[src/rtl/ex_mem_latch_if.sv]
// +----------------------------------------------------------------------------+
// | Module   : ex_mem_latch_if                                                 |
// | Purpose  : EX->MEM boundary bundle: execute-stage fields, pipeline         |
// |            controls, MEM-side registered fields and exception handshake.   |
// | Revision : 1.0                                                             |
// +----------------------------------------------------------------------------+
`default_nettype none

interface ex_mem_latch_if #(
  parameter int DATA_W = 32,
  parameter int REG_AW = 5
);
  logic              ex_valid;
  logic [DATA_W-1:0] ex_result;
  logic              ex_overflow;
  logic              ex_set;
  logic              ex_is_set_op;
  logic              ex_ovf_trap_en;
  logic [REG_AW-1:0] ex_rd;
  logic              ex_reg_write;
  logic              ex_mem_read;
  logic              ex_mem_write;
  logic [DATA_W-1:0] ex_store_data;
  logic [DATA_W-1:0] ex_pc;
  logic              stall;
  logic              flush;
  logic              exc_ack;

  logic              mem_valid;
  logic [DATA_W-1:0] mem_result;
  logic [REG_AW-1:0] mem_rd;
  logic              mem_reg_write;
  logic              mem_mem_read;
  logic              mem_mem_write;
  logic [DATA_W-1:0] mem_store_data;
  logic              exc_valid;
  logic [DATA_W-1:0] exc_pc;
  logic              ex_stall_req;

  // Execute stage / hazard control side.
  modport master (
    output ex_valid, ex_result, ex_overflow, ex_set, ex_is_set_op,
           ex_ovf_trap_en, ex_rd, ex_reg_write, ex_mem_read, ex_mem_write,
           ex_store_data, ex_pc, stall, flush, exc_ack,
    input  mem_valid, mem_result, mem_rd, mem_reg_write, mem_mem_read,
           mem_mem_write, mem_store_data, exc_valid, exc_pc, ex_stall_req
  );

  // The pipeline register itself.
  modport slave (
    input  ex_valid, ex_result, ex_overflow, ex_set, ex_is_set_op,
           ex_ovf_trap_en, ex_rd, ex_reg_write, ex_mem_read, ex_mem_write,
           ex_store_data, ex_pc, stall, flush, exc_ack,
    output mem_valid, mem_result, mem_rd, mem_reg_write, mem_mem_read,
           mem_mem_write, mem_store_data, exc_valid, exc_pc, ex_stall_req
  );
endinterface

`default_nettype wire

[src/rtl/ex_mem_latch.sv]
// +----------------------------------------------------------------------------+
// | Module   : ex_mem_latch                                                    |
// | Purpose  : EX/MEM pipeline register with SLT substitution, precise signed  |
// |            overflow trap (held until acknowledged), stall and flush.       |
// | Revision : 1.0                                                             |
// +----------------------------------------------------------------------------+
`default_nettype none

module ex_mem_latch #(
  parameter int DATA_W = 32,
  parameter int REG_AW = 5
) (
  input  wire logic     clk,
  input  wire logic     reset,
  ex_mem_latch_if.slave bus
);

  localparam logic [0:0] c_st_idle = 1'b0;
  localparam logic [0:0] c_st_pend = 1'b1;

  logic [0:0]        r_state;
  logic [0:0]        w_state_nxt;

  logic              w_exc_valid;
  logic              w_load;
  logic              w_bubble;
  logic              w_trap;
  logic [DATA_W-1:0] w_result;

  logic              r_valid;
  logic [DATA_W-1:0] r_result;
  logic [REG_AW-1:0] r_rd;
  logic              r_reg_write;
  logic              r_mem_read;
  logic              r_mem_write;
  logic [DATA_W-1:0] r_store_data;
  logic [DATA_W-1:0] r_exc_pc;

  // State register: the pending-exception flag lives here.
  always_ff @(posedge clk or posedge reset) begin
    if (reset) begin
      r_state <= c_st_idle;
    end else begin
      r_state <= w_state_nxt;
    end
  end

  // Ack is honoured in PEND even on a flush edge; flush alone never clears it.
  always_comb begin
    w_state_nxt = r_state;
    case (r_state)
      c_st_idle: if (w_load && w_trap) w_state_nxt = c_st_pend;
      c_st_pend: if (bus.exc_ack)      w_state_nxt = c_st_idle;
      default:                         w_state_nxt = c_st_idle;
    endcase
  end

  always_comb begin
    w_exc_valid = (r_state == c_st_pend);
    w_bubble    = bus.flush | w_exc_valid;
    w_load      = ~bus.flush & ~w_exc_valid & ~bus.stall;
    w_trap      = bus.ex_valid & bus.ex_ovf_trap_en & bus.ex_overflow & ~w_exc_valid;
    w_result    = bus.ex_is_set_op ? {{(DATA_W-1){1'b0}}, bus.ex_set} : bus.ex_result;
  end

  // Bubbles clear valid and side effects only; data fields keep their value.
  always_ff @(posedge clk or posedge reset) begin
    if (reset) begin
      r_valid      <= 1'b0;
      r_result     <= '0;
      r_rd         <= '0;
      r_reg_write  <= 1'b0;
      r_mem_read   <= 1'b0;
      r_mem_write  <= 1'b0;
      r_store_data <= '0;
      r_exc_pc     <= '0;
    end else if (w_bubble) begin
      r_valid      <= 1'b0;
      r_reg_write  <= 1'b0;
      r_mem_read   <= 1'b0;
      r_mem_write  <= 1'b0;
    end else if (w_load) begin
      r_valid      <= bus.ex_valid;
      r_result     <= w_result;
      r_rd         <= bus.ex_rd;
      r_reg_write  <= bus.ex_valid & bus.ex_reg_write & ~w_trap;
      r_mem_read   <= bus.ex_valid & bus.ex_mem_read  & ~w_trap;
      r_mem_write  <= bus.ex_valid & bus.ex_mem_write & ~w_trap;
      r_store_data <= bus.ex_store_data;
      if (w_trap) begin
        r_exc_pc   <= bus.ex_pc;
      end
    end
  end

  assign bus.mem_valid      = r_valid;
  assign bus.mem_result     = r_result;
  assign bus.mem_rd         = r_rd;
  assign bus.mem_reg_write  = r_reg_write;
  assign bus.mem_mem_read   = r_mem_read;
  assign bus.mem_mem_write  = r_mem_write;
  assign bus.mem_store_data = r_store_data;
  assign bus.exc_valid      = w_exc_valid;
  assign bus.exc_pc         = r_exc_pc;
  assign bus.ex_stall_req   = w_exc_valid;

endmodule

`default_nettype wire

[src/flat_wrapper.sv]
// flat-port wrapper written by rule: the top's interface ports become plain ports
module ex_mem_latch_flat 
#(
  parameter int DATA_W = 32,
  parameter int REG_AW = 5
)
  (clk, reset, bus_ex_valid, bus_ex_result, bus_ex_overflow, bus_ex_set, bus_ex_is_set_op, bus_ex_ovf_trap_en, bus_ex_rd, bus_ex_reg_write, bus_ex_mem_read, bus_ex_mem_write, bus_ex_store_data, bus_ex_pc, bus_stall, bus_flush, bus_exc_ack, bus_mem_valid, bus_mem_result, bus_mem_rd, bus_mem_reg_write, bus_mem_mem_read, bus_mem_mem_write, bus_mem_store_data, bus_exc_valid, bus_exc_pc, bus_ex_stall_req);
  ex_mem_latch_if #(.DATA_W(DATA_W), .REG_AW(REG_AW)) bus_i ();
  input  wire logic clk;
  input  wire logic reset;
  input wire logic [$bits(bus_i.ex_valid)-1:0] bus_ex_valid;
  input wire logic [$bits(bus_i.ex_result)-1:0] bus_ex_result;
  input wire logic [$bits(bus_i.ex_overflow)-1:0] bus_ex_overflow;
  input wire logic [$bits(bus_i.ex_set)-1:0] bus_ex_set;
  input wire logic [$bits(bus_i.ex_is_set_op)-1:0] bus_ex_is_set_op;
  input wire logic [$bits(bus_i.ex_ovf_trap_en)-1:0] bus_ex_ovf_trap_en;
  input wire logic [$bits(bus_i.ex_rd)-1:0] bus_ex_rd;
  input wire logic [$bits(bus_i.ex_reg_write)-1:0] bus_ex_reg_write;
  input wire logic [$bits(bus_i.ex_mem_read)-1:0] bus_ex_mem_read;
  input wire logic [$bits(bus_i.ex_mem_write)-1:0] bus_ex_mem_write;
  input wire logic [$bits(bus_i.ex_store_data)-1:0] bus_ex_store_data;
  input wire logic [$bits(bus_i.ex_pc)-1:0] bus_ex_pc;
  input wire logic [$bits(bus_i.stall)-1:0] bus_stall;
  input wire logic [$bits(bus_i.flush)-1:0] bus_flush;
  input wire logic [$bits(bus_i.exc_ack)-1:0] bus_exc_ack;
  output wire logic [$bits(bus_i.mem_valid)-1:0] bus_mem_valid;
  output wire logic [$bits(bus_i.mem_result)-1:0] bus_mem_result;
  output wire logic [$bits(bus_i.mem_rd)-1:0] bus_mem_rd;
  output wire logic [$bits(bus_i.mem_reg_write)-1:0] bus_mem_reg_write;
  output wire logic [$bits(bus_i.mem_mem_read)-1:0] bus_mem_mem_read;
  output wire logic [$bits(bus_i.mem_mem_write)-1:0] bus_mem_mem_write;
  output wire logic [$bits(bus_i.mem_store_data)-1:0] bus_mem_store_data;
  output wire logic [$bits(bus_i.exc_valid)-1:0] bus_exc_valid;
  output wire logic [$bits(bus_i.exc_pc)-1:0] bus_exc_pc;
  output wire logic [$bits(bus_i.ex_stall_req)-1:0] bus_ex_stall_req;
  assign bus_i.ex_valid = bus_ex_valid;
  assign bus_i.ex_result = bus_ex_result;
  assign bus_i.ex_overflow = bus_ex_overflow;
  assign bus_i.ex_set = bus_ex_set;
  assign bus_i.ex_is_set_op = bus_ex_is_set_op;
  assign bus_i.ex_ovf_trap_en = bus_ex_ovf_trap_en;
  assign bus_i.ex_rd = bus_ex_rd;
  assign bus_i.ex_reg_write = bus_ex_reg_write;
  assign bus_i.ex_mem_read = bus_ex_mem_read;
  assign bus_i.ex_mem_write = bus_ex_mem_write;
  assign bus_i.ex_store_data = bus_ex_store_data;
  assign bus_i.ex_pc = bus_ex_pc;
  assign bus_i.stall = bus_stall;
  assign bus_i.flush = bus_flush;
  assign bus_i.exc_ack = bus_exc_ack;
  assign bus_mem_valid = bus_i.mem_valid;
  assign bus_mem_result = bus_i.mem_result;
  assign bus_mem_rd = bus_i.mem_rd;
  assign bus_mem_reg_write = bus_i.mem_reg_write;
  assign bus_mem_mem_read = bus_i.mem_mem_read;
  assign bus_mem_mem_write = bus_i.mem_mem_write;
  assign bus_mem_store_data = bus_i.mem_store_data;
  assign bus_exc_valid = bus_i.exc_valid;
  assign bus_exc_pc = bus_i.exc_pc;
  assign bus_ex_stall_req = bus_i.ex_stall_req;
  ex_mem_latch #(.DATA_W(DATA_W), .REG_AW(REG_AW)) u_core (.clk(clk), .reset(reset), .bus(bus_i));
endmodule
[config.mk]
export PLATFORM = sky130hd
export DESIGN_NAME = ex_mem_latch_flat
export DESIGN_NICKNAME = d
export VERILOG_FILES = /design/src/rtl/ex_mem_latch_if.sv /design/src/rtl/ex_mem_latch.sv /design/src/flat_wrapper.sv
export SDC_FILE = /design/constraint.sdc
export NUM_CORES = 1
export LEC_CHECK = 0
export BUFFER_PORTS_ARGS = -buffer_cell sky130_fd_sc_hd__clkbuf_2
export CORE_ASPECT_RATIO = 0.75
export CORE_MARGIN = 2
export CORE_UTILIZATION = 30
export DETAILED_ROUTE_END_ITERATION = 10
export SLEW_MARGIN = 20
export SYNTH_ARGS = -nofsm -noshare
export SYNTH_HDL_FRONTEND = slang
export SYNTH_SLANG_ARGS = --single-unit
[constraint.sdc]
create_clock -name clk -period 7.6 [get_ports clk]
set_input_delay 0.76 -clock clk [delete_from_list [all_inputs] [get_ports clk]]
set_output_delay 0.76 -clock clk [all_outputs]
set_load 0.05 [all_outputs]
==> summary.md <==
| Metric | Value |
|---|---|
| Setup slack after layout | `5519 ps` |
| Clock sink count | `106` |
| Routed wire length | `10570 µm` |
| Synth-to-Final Area Change | `37.63%` |
| Number of port buffers | `220` |
| Die Span Y | `105.4 µm` |
| Final period util | `0.2738` |
| Post-synth EDFFs | `0` |
| Register area | `2653 µm²` |
| Slew Limit Fails | `0` |
| Leading cell types in the layout, fill and taps excluded | `220 x clkbuf_2, 175 x nand2_1, 106 x dfrtp_1` |
| Multiplexer area fraction after synthesis | `0.09249` |
| Top_reg_cell synth | `dfrtp_1` |
| Post-synth top area share | `0.6450` |
| Via count of the first global-routing pass | `3531` |
| Worst path max stage delay | `790 ps` |
| Commonest non-fill, non-tap cell in the layout | `clkbuf_2` |
| CTS tree | `done` |
| Shortest period the worst path allows | `2081 ps` |
| First-pass GRT wire length | `17700 µm` |
| Synth Cell Area | `4113 µm²` |
| Syn nets | `495` |
| Total GRT Usage | `0.1494` |
| Core area | `13560 µm²` |
| Critical Path Source Type | `primary input` |
| Asr flop ratio synth | `1.000` |
| Largest net degree at the start of global routing | `79` |
| Worst endpoint required time | `7810 ps` |
| Final Skew | `7.823 ps` |
| # rows | `37` |
| Flop-to-flop setup slack | `5600 ps` |
| Layout cell share with drive strength beyond 1 | `0.4097` |
| Worst-margin pin slew | `734.6 ps` |
| Status | `finished, final reports clean` |
| IO Pins | `221` |
| Via/cell ratio | `4.400` |
| Max H-tree Level | `3` |
| Placed Cells | `757` |
| Fmax | `480.5 MHz` |
| Fillers | `1334` |
| Synthesized area per cell | `10.79 µm²` |
| Post-DP HPWL | `7707 µm` |
| Final setup TNS | `0 ps` |
| Multi-input gate area | `1370 µm²` |
| Hold Crit Class | `primary input to asynchronous set/reset pin` |
| Top post-synthesis cells by area | `dfrtp_1 64%, nand2_1 16%, mux2_1 7.9%` |
| Post-CTS sizing | `0` |
| P_leak | `3.219 nW` |
| Root Driver | `clkbuf_16` |
| Die W | `139.2 µm` |
| GRT met2 Usage | `0.2329` |
| Initial DRT Pass Iterations | `4` |
| Crit path DAT | `2290 ps` |
| GRT overflow | `0` |
| PD cells | `305.2 nW/µm²` |
| Largest family of logic cells by synthesized area | `simple AND/OR/NAND/NOR gates` |
| Synth Instances | `381` |
| Sequential cell area fraction in the yosys report | `0.6450` |
| Unique masters post-synth | `18` |
| Buffer count from post-CTS setup fixing | `0` |
| Relative max-transition margin | `0.5103` |
| Final-report hold violation count | `0` |
| Placer's final routability congestion estimate | `0.7840` |
| Initial antenna violation count | `0` |
| Grt peak-use layer | `met2` |
| CP cell instances | `clkbuf_2 > or3_2 > buf_4 > nand2_1 > o21ai_0` |
| N_diodes | `0` |
| Post-detailed-route count of antenna-violating nets | `0` |
| Final Power | `1.728 mW` |
| Synth Area in Simple Gates | `0.2285` |
| Wire per inst | `13.67 µm` |
| CP Class | `primary input to flip-flop` |
| DRC Markers | `0` |
| Yosys reg bits | `106` |
| Critical path peak fanout | `40` |
| Worst-Skew Late Latency | `340 ps` |
| Clock Tree Buf Depth | `2` |
| Nets | `707` |
| Crit. End Element | `flip-flop` |
| Yosys warning total | `0` |
| Synth Area in Compound Gates | `0.009735` |
| Clock-pin slew on the worst setup and hold paths | `70 ps` |
| RSZ-0062 raised after global routing | `false` |
| Crit path max-delay cell type | `or3_2` |
| Max-cap violations | `0` |
| Adder-cell share of the synthesized area | `0` |
| Initial Utilization | `0.3032` |
| Grt met1 use | `0.1950` |
| Initial DRC count | `145` |
| Final std cells w/o fill | `773` |
| Post-Place Setup Slack | `4773 ps` |
| Vias | `3401` |
| # setup viols final | `0` |
| Cell accounting for the most synthesized area | `dfrtp_1` |
| Global routing usage on met3 | `0.05134` |
| Total CTS buffers | `9` |
| Die ar. | `14670 µm²` |
| Max VDD drop | `0.0001474 V` |
| # hold bufs at CTS | `0` |
| Synth Area in XOR/XNOR | `0` |
-- final cells by class --
type	count	area share
multi-input combinational	251	0.2420
inverter	2	0.001768
sequential	106	0.4686
tap	175	0.03868
timing repair buffer	223	0.1992
clock inverter	5	0.006852
clock buffer	11	0.04288
-- critical path, delay by kind of cell --
kind	cells	cell delay [ps]
simple gates	2	900
buf+inv	2	540
compound gates	1	70
-- registers in the layout, indices dropped and copies added, names as in the netlist --
name,flops
u_core.bus.ex_stall_req,1
u_core.bus.exc_pc,32
u_core.bus.mem_mem_read,1
u_core.bus.mem_mem_write,1
u_core.bus.mem_rd,5
u_core.bus.mem_reg_write,1
u_core.bus.mem_result,32
u_core.bus.mem_store_data,32
u_core.bus.mem_valid,1
-- path summary, 6_finish.rpt --
kind | cells past startpoint | from | endpoint
max in group asynchronous | 3 | reset | u_core.bus.mem_store_data[25]$_DFFE_PP0P_
hold / removal | 2 | reset | u_core.bus.mem_rd[0]$_DFFE_PP0P_
setup / recovery | 5 | bus_stall | u_core.bus.mem_result[0]$_DFFE_PP0P_
hold reg to reg | 2 | u_core.bus.mem_result[9]$_DFFE_PP0P_ | u_core.bus.mem_result[9]$_DFFE_PP0P_
setup reg to reg | 4 | u_core.bus.ex_stall_req$_DFF_PP0_ | u_core.bus.mem_result[0]$_DFFE_PP0P_
min in group clk | 2 | u_core.bus.mem_result[9]$_DFFE_PP0P_ | u_core.bus.mem_result[9]$_DFFE_PP0P_
-- through the flow --
stage | hold slack, ps | cell area [µm²] | utilization
floorplan | 740.0 | 4113 | -
global placement | 450.6 | 5366 | 0.3956
detailed placement | 459.2 | 5366 | 0.3956
CTS | 381.8 | 5648 | 0.4164
global route | 394.2 | 5660 | 0.4173
finish | 385.3 | 5660 | 0.4173
-- power by group --
group | switching (mW) | internal [mW] | total [mW] | leakage (nW)
Sequential | 0.0507 | 0.657 | 0.708 | 1.34
Combinational | 0.452 | 0.128 | 0.580 | 1.74
Clock | 0.206 | 0.233 | 0.440 | 0.136
-- cell families after synthesis --
logic type	after synthesis
and+or+nand+nor	212
DFF	106
muxes	34
buffers and inverters	24
AOI/OAI and AO/OA	5
-- synthesized netlist by cell type (2+ instances only) --
| library cell | n |
|---|---|
| mux2i_1 | 2 |
| mux2_1 | 29 |
| inv_1 | 2 |
| dfrtp_1 | 106 |
| mux2_2 | 3 |
| nand2_1 | 175 |
| nand3b_1 | 31 |
| clkbuf_1 | 16 |
| a32o_1 | 3 |
| buf_2 | 5 |
| o21ai_0 | 2 |
-- layer usage --
| metal | part of all wire | routed length, µm |
|---|---|---|
| met1 | 0.45 | 4783 |
| met2 | 0.45 | 4750 |
| met3 | 0.079 | 839 |
| met4 | 0.018 | 195 |
| met5 | 0 | 0 |
Note: power is estimated with default switching activity, not from simulation.
